==> src/rtl/io_bus_arbiter_pkg.sv <==
// Shared types and defaults for the two-master io bus arbiter.
// State encoding is fixed so debug tooling can decode dbg_state directly.
package io_bus_arbiter_pkg;

  typedef enum logic [1:0] {
    IDLE    = 2'd0,
    BUSY    = 2'd1,
    RELEASE = 2'd2
  } arb_state_t;

  localparam int unsigned IO_ARB_TIMEOUT  = 1023;
  localparam logic [31:0] IO_ARB_ERR_DATA = 32'hDEAD_BEEF;

  // Owner index (0 = m0, 1 = m1) to one-hot grant vector.
  function automatic logic [1:0] owner_onehot(input logic owner);
    return owner ? 2'b10 : 2'b01;
  endfunction

endpackage

==> src/rtl/io_bus_arbiter_if.sv <==
// Per-master request/response bundle between one bus master and the arbiter.
// One instance per master; the arbiter takes the slave modport.
interface io_bus_arbiter_if #(
  parameter int ADDR_W = 32,
  parameter int DATA_W = 32
);
  // Handshake: a request (read or write high, write wins if both) is held
  // with stable addr/wdata until ready pulses for one cycle; read_ready
  // marks each read beat, and rdata is only meaningful on read_ready/ready.
  logic [ADDR_W-1:0] addr;
  logic              read;
  logic              write;
  logic              burst;
  logic [2:0]        burst_size;
  logic [DATA_W-1:0] wdata;
  logic [1:0]        byte_size;
  logic [DATA_W-1:0] rdata;
  logic              read_ready;
  logic              ready;

  modport master (
    output addr, read, write, burst, burst_size, wdata, byte_size,
    input  rdata, read_ready, ready
  );

  modport slave (
    input  addr, read, write, burst, burst_size, wdata, byte_size,
    output rdata, read_ready, ready
  );

endinterface

==> src/rtl/io_arb_rr2.sv <==
// Combinational two-way round-robin pick: a sole requester always wins,
// on contention the master that did not own the bus last time wins.
module io_arb_rr2
  import io_bus_arbiter_pkg::*;
(
  input  logic [1:0] req,
  input  logic       last_grant,
  output logic [1:0] gnt
);

  always_comb begin
    gnt = 2'b00;
    case (req)
      2'b01:   gnt = 2'b01;
      2'b10:   gnt = 2'b10;
      2'b11:   gnt = owner_onehot(~last_grant);
      default: gnt = 2'b00;
    endcase
  end

endmodule

==> src/rtl/io_bus_arbiter.sv <==
// Two-master round-robin arbiter in front of the peripheral io bus: latches the
// granted request, forwards beats/completion to the owner, and times out hung transfers.
module io_bus_arbiter
  import io_bus_arbiter_pkg::*;
#(
  parameter int                ADDR_W   = 32,
  parameter int                DATA_W   = 32,
  parameter int unsigned       TIMEOUT  = IO_ARB_TIMEOUT,
  parameter logic [DATA_W-1:0] ERR_DATA = DATA_W'(IO_ARB_ERR_DATA)
) (
  input  logic               clk,
  input  logic               rst_n,
  io_bus_arbiter_if.slave    m0,
  io_bus_arbiter_if.slave    m1,
  output logic [ADDR_W-1:0]  io_addr,
  output logic [DATA_W-1:0]  io_wdata,
  output logic               io_read,
  output logic               io_write,
  output logic               burst,
  output logic [2:0]         burst_size,
  output logic [1:0]         io_byte_size,
  input  logic [DATA_W-1:0]  io_rdata,
  input  logic               read_ready,
  input  logic               io_ready,
  output logic [1:0]         grant,
  output logic               bus_timeout,
  output arb_state_t         dbg_state
);

  localparam int CW = (TIMEOUT == 0) ? 1 : $clog2(TIMEOUT + 1);
  localparam logic [CW-1:0] TO_LAST = (TIMEOUT == 0) ? '0 : CW'(TIMEOUT - 1);

  arb_state_t state_q, state_d;

  logic [1:0]        req, pick;
  logic              last_grant_q;
  logic              owner_q;
  logic [ADDR_W-1:0] addr_q, sel_addr;
  logic [DATA_W-1:0] wdata_q, sel_wdata;
  logic [1:0]        byte_q, sel_byte;
  logic [2:0]        bsize_q, sel_bsize;
  logic              wr_q, sel_wr;
  logic              burst_q, sel_burst;
  logic [CW-1:0]     cnt_q;
  logic              done_ok, done_to;

  assign req = {m1.read | m1.write, m0.read | m0.write};

  io_arb_rr2 u_rr2 (
    .req        (req),
    .last_grant (last_grant_q),
    .gnt        (pick)
  );

  // Write wins over read; a burst is only honoured for reads.
  always_comb begin
    if (pick[1]) begin
      sel_addr  = m1.addr;
      sel_wdata = m1.wdata;
      sel_byte  = m1.byte_size;
      sel_bsize = m1.burst_size;
      sel_wr    = m1.write;
      sel_burst = m1.burst & ~m1.write;
    end else begin
      sel_addr  = m0.addr;
      sel_wdata = m0.wdata;
      sel_byte  = m0.byte_size;
      sel_bsize = m0.burst_size;
      sel_wr    = m0.write;
      sel_burst = m0.burst & ~m0.write;
    end
  end

  // io_ready beats a coincident timeout, so done_to requires !io_ready.
  assign done_ok = (state_q == BUSY) && io_ready;
  assign done_to = (TIMEOUT != 0) && (state_q == BUSY) && !io_ready && (cnt_q == TO_LAST);

  always_ff @(posedge clk or negedge rst_n) begin
    if (!rst_n) state_q <= IDLE;
    else        state_q <= state_d;
  end

  always_comb begin
    state_d = state_q;
    case (state_q)
      IDLE:    if (|req) state_d = BUSY;
      BUSY:    if (done_ok || done_to) state_d = RELEASE;
      RELEASE: state_d = IDLE;
      default: state_d = IDLE;
    endcase
  end

  always_ff @(posedge clk or negedge rst_n) begin
    if (!rst_n) begin
      last_grant_q <= 1'b1;
      owner_q      <= 1'b0;
      addr_q       <= '0;
      wdata_q      <= '0;
      byte_q       <= '0;
      bsize_q      <= '0;
      wr_q         <= 1'b0;
      burst_q      <= 1'b0;
      cnt_q        <= '0;
    end else begin
      if (state_q == IDLE && (|pick)) begin
        owner_q <= pick[1];
        addr_q  <= sel_addr;
        wdata_q <= sel_wdata;
        byte_q  <= sel_byte;
        bsize_q <= sel_bsize;
        wr_q    <= sel_wr;
        burst_q <= sel_burst;
      end
      if (state_q == RELEASE) last_grant_q <= owner_q;
      if (state_q != BUSY) cnt_q <= '0;
      else if (cnt_q != '1) cnt_q <= cnt_q + CW'(1);
    end
  end

  always_comb begin
    io_addr       = '0;
    io_wdata      = '0;
    io_read       = 1'b0;
    io_write      = 1'b0;
    burst         = 1'b0;
    burst_size    = '0;
    io_byte_size  = '0;
    grant         = 2'b00;
    bus_timeout   = 1'b0;
    m0.rdata      = '0;
    m0.read_ready = 1'b0;
    m0.ready      = 1'b0;
    m1.rdata      = '0;
    m1.read_ready = 1'b0;
    m1.ready      = 1'b0;
    if (state_q == BUSY) begin
      io_addr      = addr_q;
      io_wdata     = wdata_q;
      io_read      = ~wr_q;
      io_write     = wr_q;
      burst        = burst_q;
      burst_size   = bsize_q;
      io_byte_size = byte_q;
      grant        = owner_onehot(owner_q);
      bus_timeout  = done_to;
      if (!owner_q) begin
        m0.rdata      = done_to ? ERR_DATA : io_rdata;
        m0.read_ready = read_ready;
        m0.ready      = done_ok | done_to;
      end else begin
        m1.rdata      = done_to ? ERR_DATA : io_rdata;
        m1.read_ready = read_ready;
        m1.ready      = done_ok | done_to;
      end
    end
  end

  assign dbg_state = state_q;

endmodule

==> src/flat_wrapper.sv <==
// flat-port wrapper written by rule: the top's interface ports become plain ports
module io_bus_arbiter_flat import io_bus_arbiter_pkg::*;
#(
  parameter int                ADDR_W   = 32,
  parameter int                DATA_W   = 32,
  parameter int unsigned       TIMEOUT  = IO_ARB_TIMEOUT,
  parameter logic [DATA_W-1:0] ERR_DATA = DATA_W'(IO_ARB_ERR_DATA)
)
  (clk, rst_n, io_addr, io_wdata, io_read, io_write, burst, burst_size, io_byte_size, io_rdata, read_ready, io_ready, grant, bus_timeout, dbg_state, m0_addr, m0_read, m0_write, m0_burst, m0_burst_size, m0_wdata, m0_byte_size, m0_rdata, m0_read_ready, m0_ready, m1_addr, m1_read, m1_write, m1_burst, m1_burst_size, m1_wdata, m1_byte_size, m1_rdata, m1_read_ready, m1_ready);
  io_bus_arbiter_if #(.ADDR_W(ADDR_W), .DATA_W(DATA_W)) m0_i ();
  io_bus_arbiter_if #(.ADDR_W(ADDR_W), .DATA_W(DATA_W)) m1_i ();
  input  logic clk;
  input  logic rst_n;
  output logic [ADDR_W-1:0] io_addr;
  output logic [DATA_W-1:0] io_wdata;
  output logic io_read;
  output logic io_write;
  output logic burst;
  output logic [2:0] burst_size;
  output logic [1:0] io_byte_size;
  input  logic [DATA_W-1:0] io_rdata;
  input  logic read_ready;
  input  logic io_ready;
  output logic [1:0] grant;
  output logic bus_timeout;
  output arb_state_t dbg_state;
  input wire logic [$bits(m0_i.addr)-1:0] m0_addr;
  input wire logic [$bits(m0_i.read)-1:0] m0_read;
  input wire logic [$bits(m0_i.write)-1:0] m0_write;
  input wire logic [$bits(m0_i.burst)-1:0] m0_burst;
  input wire logic [$bits(m0_i.burst_size)-1:0] m0_burst_size;
  input wire logic [$bits(m0_i.wdata)-1:0] m0_wdata;
  input wire logic [$bits(m0_i.byte_size)-1:0] m0_byte_size;
  output wire logic [$bits(m0_i.rdata)-1:0] m0_rdata;
  output wire logic [$bits(m0_i.read_ready)-1:0] m0_read_ready;
  output wire logic [$bits(m0_i.ready)-1:0] m0_ready;
  input wire logic [$bits(m1_i.addr)-1:0] m1_addr;
  input wire logic [$bits(m1_i.read)-1:0] m1_read;
  input wire logic [$bits(m1_i.write)-1:0] m1_write;
  input wire logic [$bits(m1_i.burst)-1:0] m1_burst;
  input wire logic [$bits(m1_i.burst_size)-1:0] m1_burst_size;
  input wire logic [$bits(m1_i.wdata)-1:0] m1_wdata;
  input wire logic [$bits(m1_i.byte_size)-1:0] m1_byte_size;
  output wire logic [$bits(m1_i.rdata)-1:0] m1_rdata;
  output wire logic [$bits(m1_i.read_ready)-1:0] m1_read_ready;
  output wire logic [$bits(m1_i.ready)-1:0] m1_ready;
  assign m0_i.addr = m0_addr;
  assign m0_i.read = m0_read;
  assign m0_i.write = m0_write;
  assign m0_i.burst = m0_burst;
  assign m0_i.burst_size = m0_burst_size;
  assign m0_i.wdata = m0_wdata;
  assign m0_i.byte_size = m0_byte_size;
  assign m0_rdata = m0_i.rdata;
  assign m0_read_ready = m0_i.read_ready;
  assign m0_ready = m0_i.ready;
  assign m1_i.addr = m1_addr;
  assign m1_i.read = m1_read;
  assign m1_i.write = m1_write;
  assign m1_i.burst = m1_burst;
  assign m1_i.burst_size = m1_burst_size;
  assign m1_i.wdata = m1_wdata;
  assign m1_i.byte_size = m1_byte_size;
  assign m1_rdata = m1_i.rdata;
  assign m1_read_ready = m1_i.read_ready;
  assign m1_ready = m1_i.ready;
  io_bus_arbiter #(.ADDR_W(ADDR_W), .DATA_W(DATA_W), .TIMEOUT(TIMEOUT), .ERR_DATA(ERR_DATA)) u_core (.clk(clk), .rst_n(rst_n), .m0(m0_i), .m1(m1_i), .io_addr(io_addr), .io_wdata(io_wdata), .io_read(io_read), .io_write(io_write), .burst(burst), .burst_size(burst_size), .io_byte_size(io_byte_size), .io_rdata(io_rdata), .read_ready(read_ready), .io_ready(io_ready), .grant(grant), .bus_timeout(bus_timeout), .dbg_state(dbg_state));
endmodule
==> config.mk <==
export PLATFORM = sky130hd
export DESIGN_NAME = io_bus_arbiter_flat
export DESIGN_NICKNAME = d
export VERILOG_FILES = /design/src/rtl/io_bus_arbiter_pkg.sv /design/src/rtl/io_bus_arbiter_if.sv /design/src/rtl/io_arb_rr2.sv /design/src/rtl/io_bus_arbiter.sv /design/src/flat_wrapper.sv
export SDC_FILE = /design/constraint.sdc
export NUM_CORES = 1
export LEC_CHECK = 0
export ABC_AREA = 1
export BUFFER_PORTS_ARGS = -buffer_cell sky130_fd_sc_hd__buf_4
export CAP_MARGIN = 15
export CORE_AREA = 2 2 125 127
export DETAILED_ROUTE_END_ITERATION = 8
export DIE_AREA = 0 0 127 129
export GPL_ROUTABILITY_DRIVEN = 0
export PLACE_DENSITY = 0.67
export SLEW_MARGIN = 20
export SYNTH_ARGS = -nofsm -noshare
export SYNTH_HDL_FRONTEND = slang
export SYNTH_HIERARCHICAL = 1
export SYNTH_SLANG_ARGS = --single-unit
==> constraint.sdc <==
create_clock -name clk -period 1.6 [get_ports clk]
set_input_delay 0.16 -clock clk [delete_from_list [all_inputs] [get_ports clk]]
set_output_delay 0.16 -clock clk [all_outputs]
set_load 0.005 [all_outputs]
==> impl_metrics.json <==
{
  "synth_nets": 1000,
  "ys_types": 24,
  "num_rows": 45,
  "design_area_um2": 9677,
  "fin_util": 0.6461,
  "io_pins": 325,
  "critPathMaxFanout": 8,
  "grt_pass1_wl_mm": 28.81,
  "final_cells": 1379,
  "path_cells": "inv_2 > ha_4 > nand2_4 > nor2_4 > nand3_4 > clkbuf_16 > nand2_2 > inv_2 > nor2_2 > buf_4",
  "internal_power_w": 0.009087,
  "grt_max_degree": 86,
  "worstHoldPathType": "in -> reg",
  "vdd_drop_max_mv": 0.8378,
  "placed_cells": 1320,
  "die_y_um": 129,
  "clock_sinks": 85,
  "syn-cell-area_um2": 5241,
  "ys_ff_latch": 85,
  "layout_setup_ws_ps": -422.4,
  "crit_required_ps": 1440,
  "routed_via_density": 4.806,
  "die_x_um": 127,
  "netSwitchingFraction": 0.4020,
  "period_needed_ps": 2022,
  "combPwrFrac": 0.618,
  "maxSlewViolCount": 0,
  "status": "complete, but fails checks",
  "critPathCaptureType": "output port",
  "antenna_found_initial": 0,
  "synthToLayoutAreaGrowth_pct": 84.63,
  "drc_errors": 0,
  "portBuffers": 324,
  "placed_area_um2": 8040,
  "clock_path_buffers": 2,
  "hold_viol_final": 0,
  "worst_path_max_delay_cell": "dfrtp_1",
  "dp_hpwl_mm": 13.54,
  "cts_tree": "done",
  "power_frac_seq": 0.250,
  "p_switching_w": 0.006109,
  "max_freq_ghz": 0.4945,
  "fillerInstances": 1307,
  "slew_headroom": 0.6643,
  "clk_latency_ps": 340,
  "start_util": 0.3500,
  "cp_data_arrival_time_ps": 1860,
  "antennaDiodeCount": 0,
  "syn_area_per_cell_um2": 6.407,
  "whs_ps": 83.58,
  "grtUsageTotal": 0.2206,
  "die_area_um2": 16380,
  "total_power_w": 0.01520,
  "cpMostUsedCell": "inv_2",
  "cellLeakagePower_nw": 5.289,
  "ys_warn_count": 6,
  "clk_pin_slew_ps": 70,
  "tightest_slew_ps": 503.6,
  "htreeDepth": 3,
  "criticalPathCategory": "reg -> out",
  "post_drt_wl_per_cell_um": 15.89,
  "failed_checks": "setup timing",
  "max_cap_viol_count": 0,
  "drt_iter0_markers": 302,
  "grt_pass1_vias": 5864,
  "powerDensity_nw_per_um2": 1570,
  "ant_nets": 0,
  "setup_violations": 138,
  "rsz0062_at_grt": "yes",
  "vias": 6627,
  "drive_gt1_frac": 0.4811,
  "p_clk_frac": 0.132,
  "drt_pass1_iterations": 5,
  "drt_wl_total_mm": 21.91,
  "cts-root-buf": "clkbuf_16",
  "coreArea_um2": 14980,
  "ys_seq_area_frac": 0.4061,
  "slowest_delay_ps": 400,
  "grt-ovfl-total": 0,
  "cts_buffers": 9,
  "syn-instance-count": 818,
  "skew_ps": 7.667,
  "final_net_count": 1368,
  "start_kind": "register",
  "final.period_utilization": 1.264
}
[power by group through the flow]
| stage | registers (W) | logic [W] | clock network [W] |
|---|---|---|---|
| detailed placement | 0.00367 | 0.00692 | 0 |
| global route | 0.00391 | 0.0101 | 0.00216 |
| floorplan | 0.00354 | 0.00364 | 0 |
| finish | 0.00379 | 0.00939 | 0.00201 |
| global placement | 0.00363 | 0.00686 | 0 |
| CTS | 0.00364 | 0.00761 | 0.00205 |
[per-layer routing]
metal	GRT usage	part of all wire	routed length, µm
met1	0.2498	0.37	8081
met2	0.4140	0.53	11690
met3	0.05904	0.078	1702
met4	0.05236	0.020	441
met5	0	0	0
[timing repair]
item | 4_1_cts | 5_1_grt
endpoints found under the hold margin | 84 | 0
pin swaps | 4 | 26
buffers inserted | 7 | 13
setup endpoints to repair | 189 | 212
cloned | 4 | 19
resized for setup | 56 | 161
hold buffers | 1 | 0
[cell families after synthesis]
family	count (synthesis)	share of synthesized area
AOI/OAI and AO/OA	79	0.09334
adders and majority gates	2	0.004774
buffers and inverters	190	0.1511
DFF	85	0.4061
and+or+nand+nor	462	0.3447
[placed cells by master (no fill, tap or decap), drive strengths merged, types with 4 or more instances in the layout]
master    n
or2       5
nand2   212
a31oi    70
dfrtp    84
clkbuf   22
o21ai     4
buf     393
nand3    15
inv     141
clkinv    4
nor2    227
[stage by stage]
stage / setup WS [ps] / setup TNS (ps)
after detailed placement: -150.0 / -6268
after floorplan: 124.0 / 0
after CTS: -396.5 / -27650
final: -422.4 / -29680
after global routing: -507.5 / -46500
after global placement: -76.39 / -3890
[registers in the layout (all words and copies together) (netlist names)]
| name | cells |
|---|---|
| u_core/wdata_q | 32 |
| u_core/cnt_q | 10 |
| u_core/bsize_q | 3 |
| u_core/wr_q | 1 |
| u_core/owner_q | 1 |
| u_core/byte_q | 2 |
| u_core/burst_q | 1 |
| u_core/addr_q | 32 |
| u_core/dbg_state | 2 |
| u_core/last_grant_q | 1 |
[final cells by class]
| class | instances | area [µm²] | area share |
|---|---|---|---|
| repair buffers | 406 | 3691 | 0.3814 |
| multi-input cells | 543 | 2788 | 0.2881 |
| flip-flops and latches | 85 | 2128 | 0.2199 |
| inverters | 141 | 549.3 | 0.05676 |
| clock buffers | 10 | 239.0 | 0.02470 |
| well taps | 188 | 235.2 | 0.02431 |
| clock inverters | 6 | 46.29 | 0.004784 |
[Yosys cell counts]
master	instances	area [µm²]
a21oi_1	2	10.01
a31oi_1	70	437.9
buf_2	27	135.1
buf_4	8	60.06
buf_6	2	22.52
clkbuf_1	12	45.04
dfrtp_1	84	2102
dfstp_2	1	26.28
ha_1	2	25.02
inv_1	129	484.2
inv_2	12	45.04
nand2_1	212	795.8
nand3_1	14	70.07
nand3_4	1	17.52
nand4_1	2	12.51
nor2_1	222	833.3
nor2_2	3	18.77
nor2_4	2	22.52
nor3_1	1	5.000
o211ai_1	1	7.510
o21ai_0	4	20.02
o21bai_1	1	7.510
o22ai_1	1	6.260
or2_2	5	31.28
[path summary, 6_finish.rpt]
path	startpoint	endpoint	slack, ps	depth (start not counted)
worst max-delay path	u_core/cnt_q[0]$_DFFE_PN0P_	m1_rdata[25]	-420	10
worst max register to register	u_core/last_grant_q$_DFFE_PN1N_	u_core/addr_q[8]$_DFFE_PN0P_	-80	9
worst min-delay path	m1_wdata[12]	u_core/wdata_q[12]$_DFFE_PN0P_	80	3
max in group asynchronous	rst_n	u_core/cnt_q[4]$_DFFE_PN0P_	810	3
worst min register to register	u_core/burst_q$_DFFE_PN0P_	u_core/burst_q$_DFFE_PN0P_	550	2
min in group asynchronous	rst_n	u_core/addr_q[11]$_DFFE_PN0P_	390	3
[critical path, delay by kind of cell (launching register included)]
kind / cells / cell delay (ps)
flops: 1 / 400
simple gates: 5 / 510
buf+inv: 4 / 480
fa+ha+maj: 1 / 130
No activity file was read; power rests on OpenSTA's default activity.
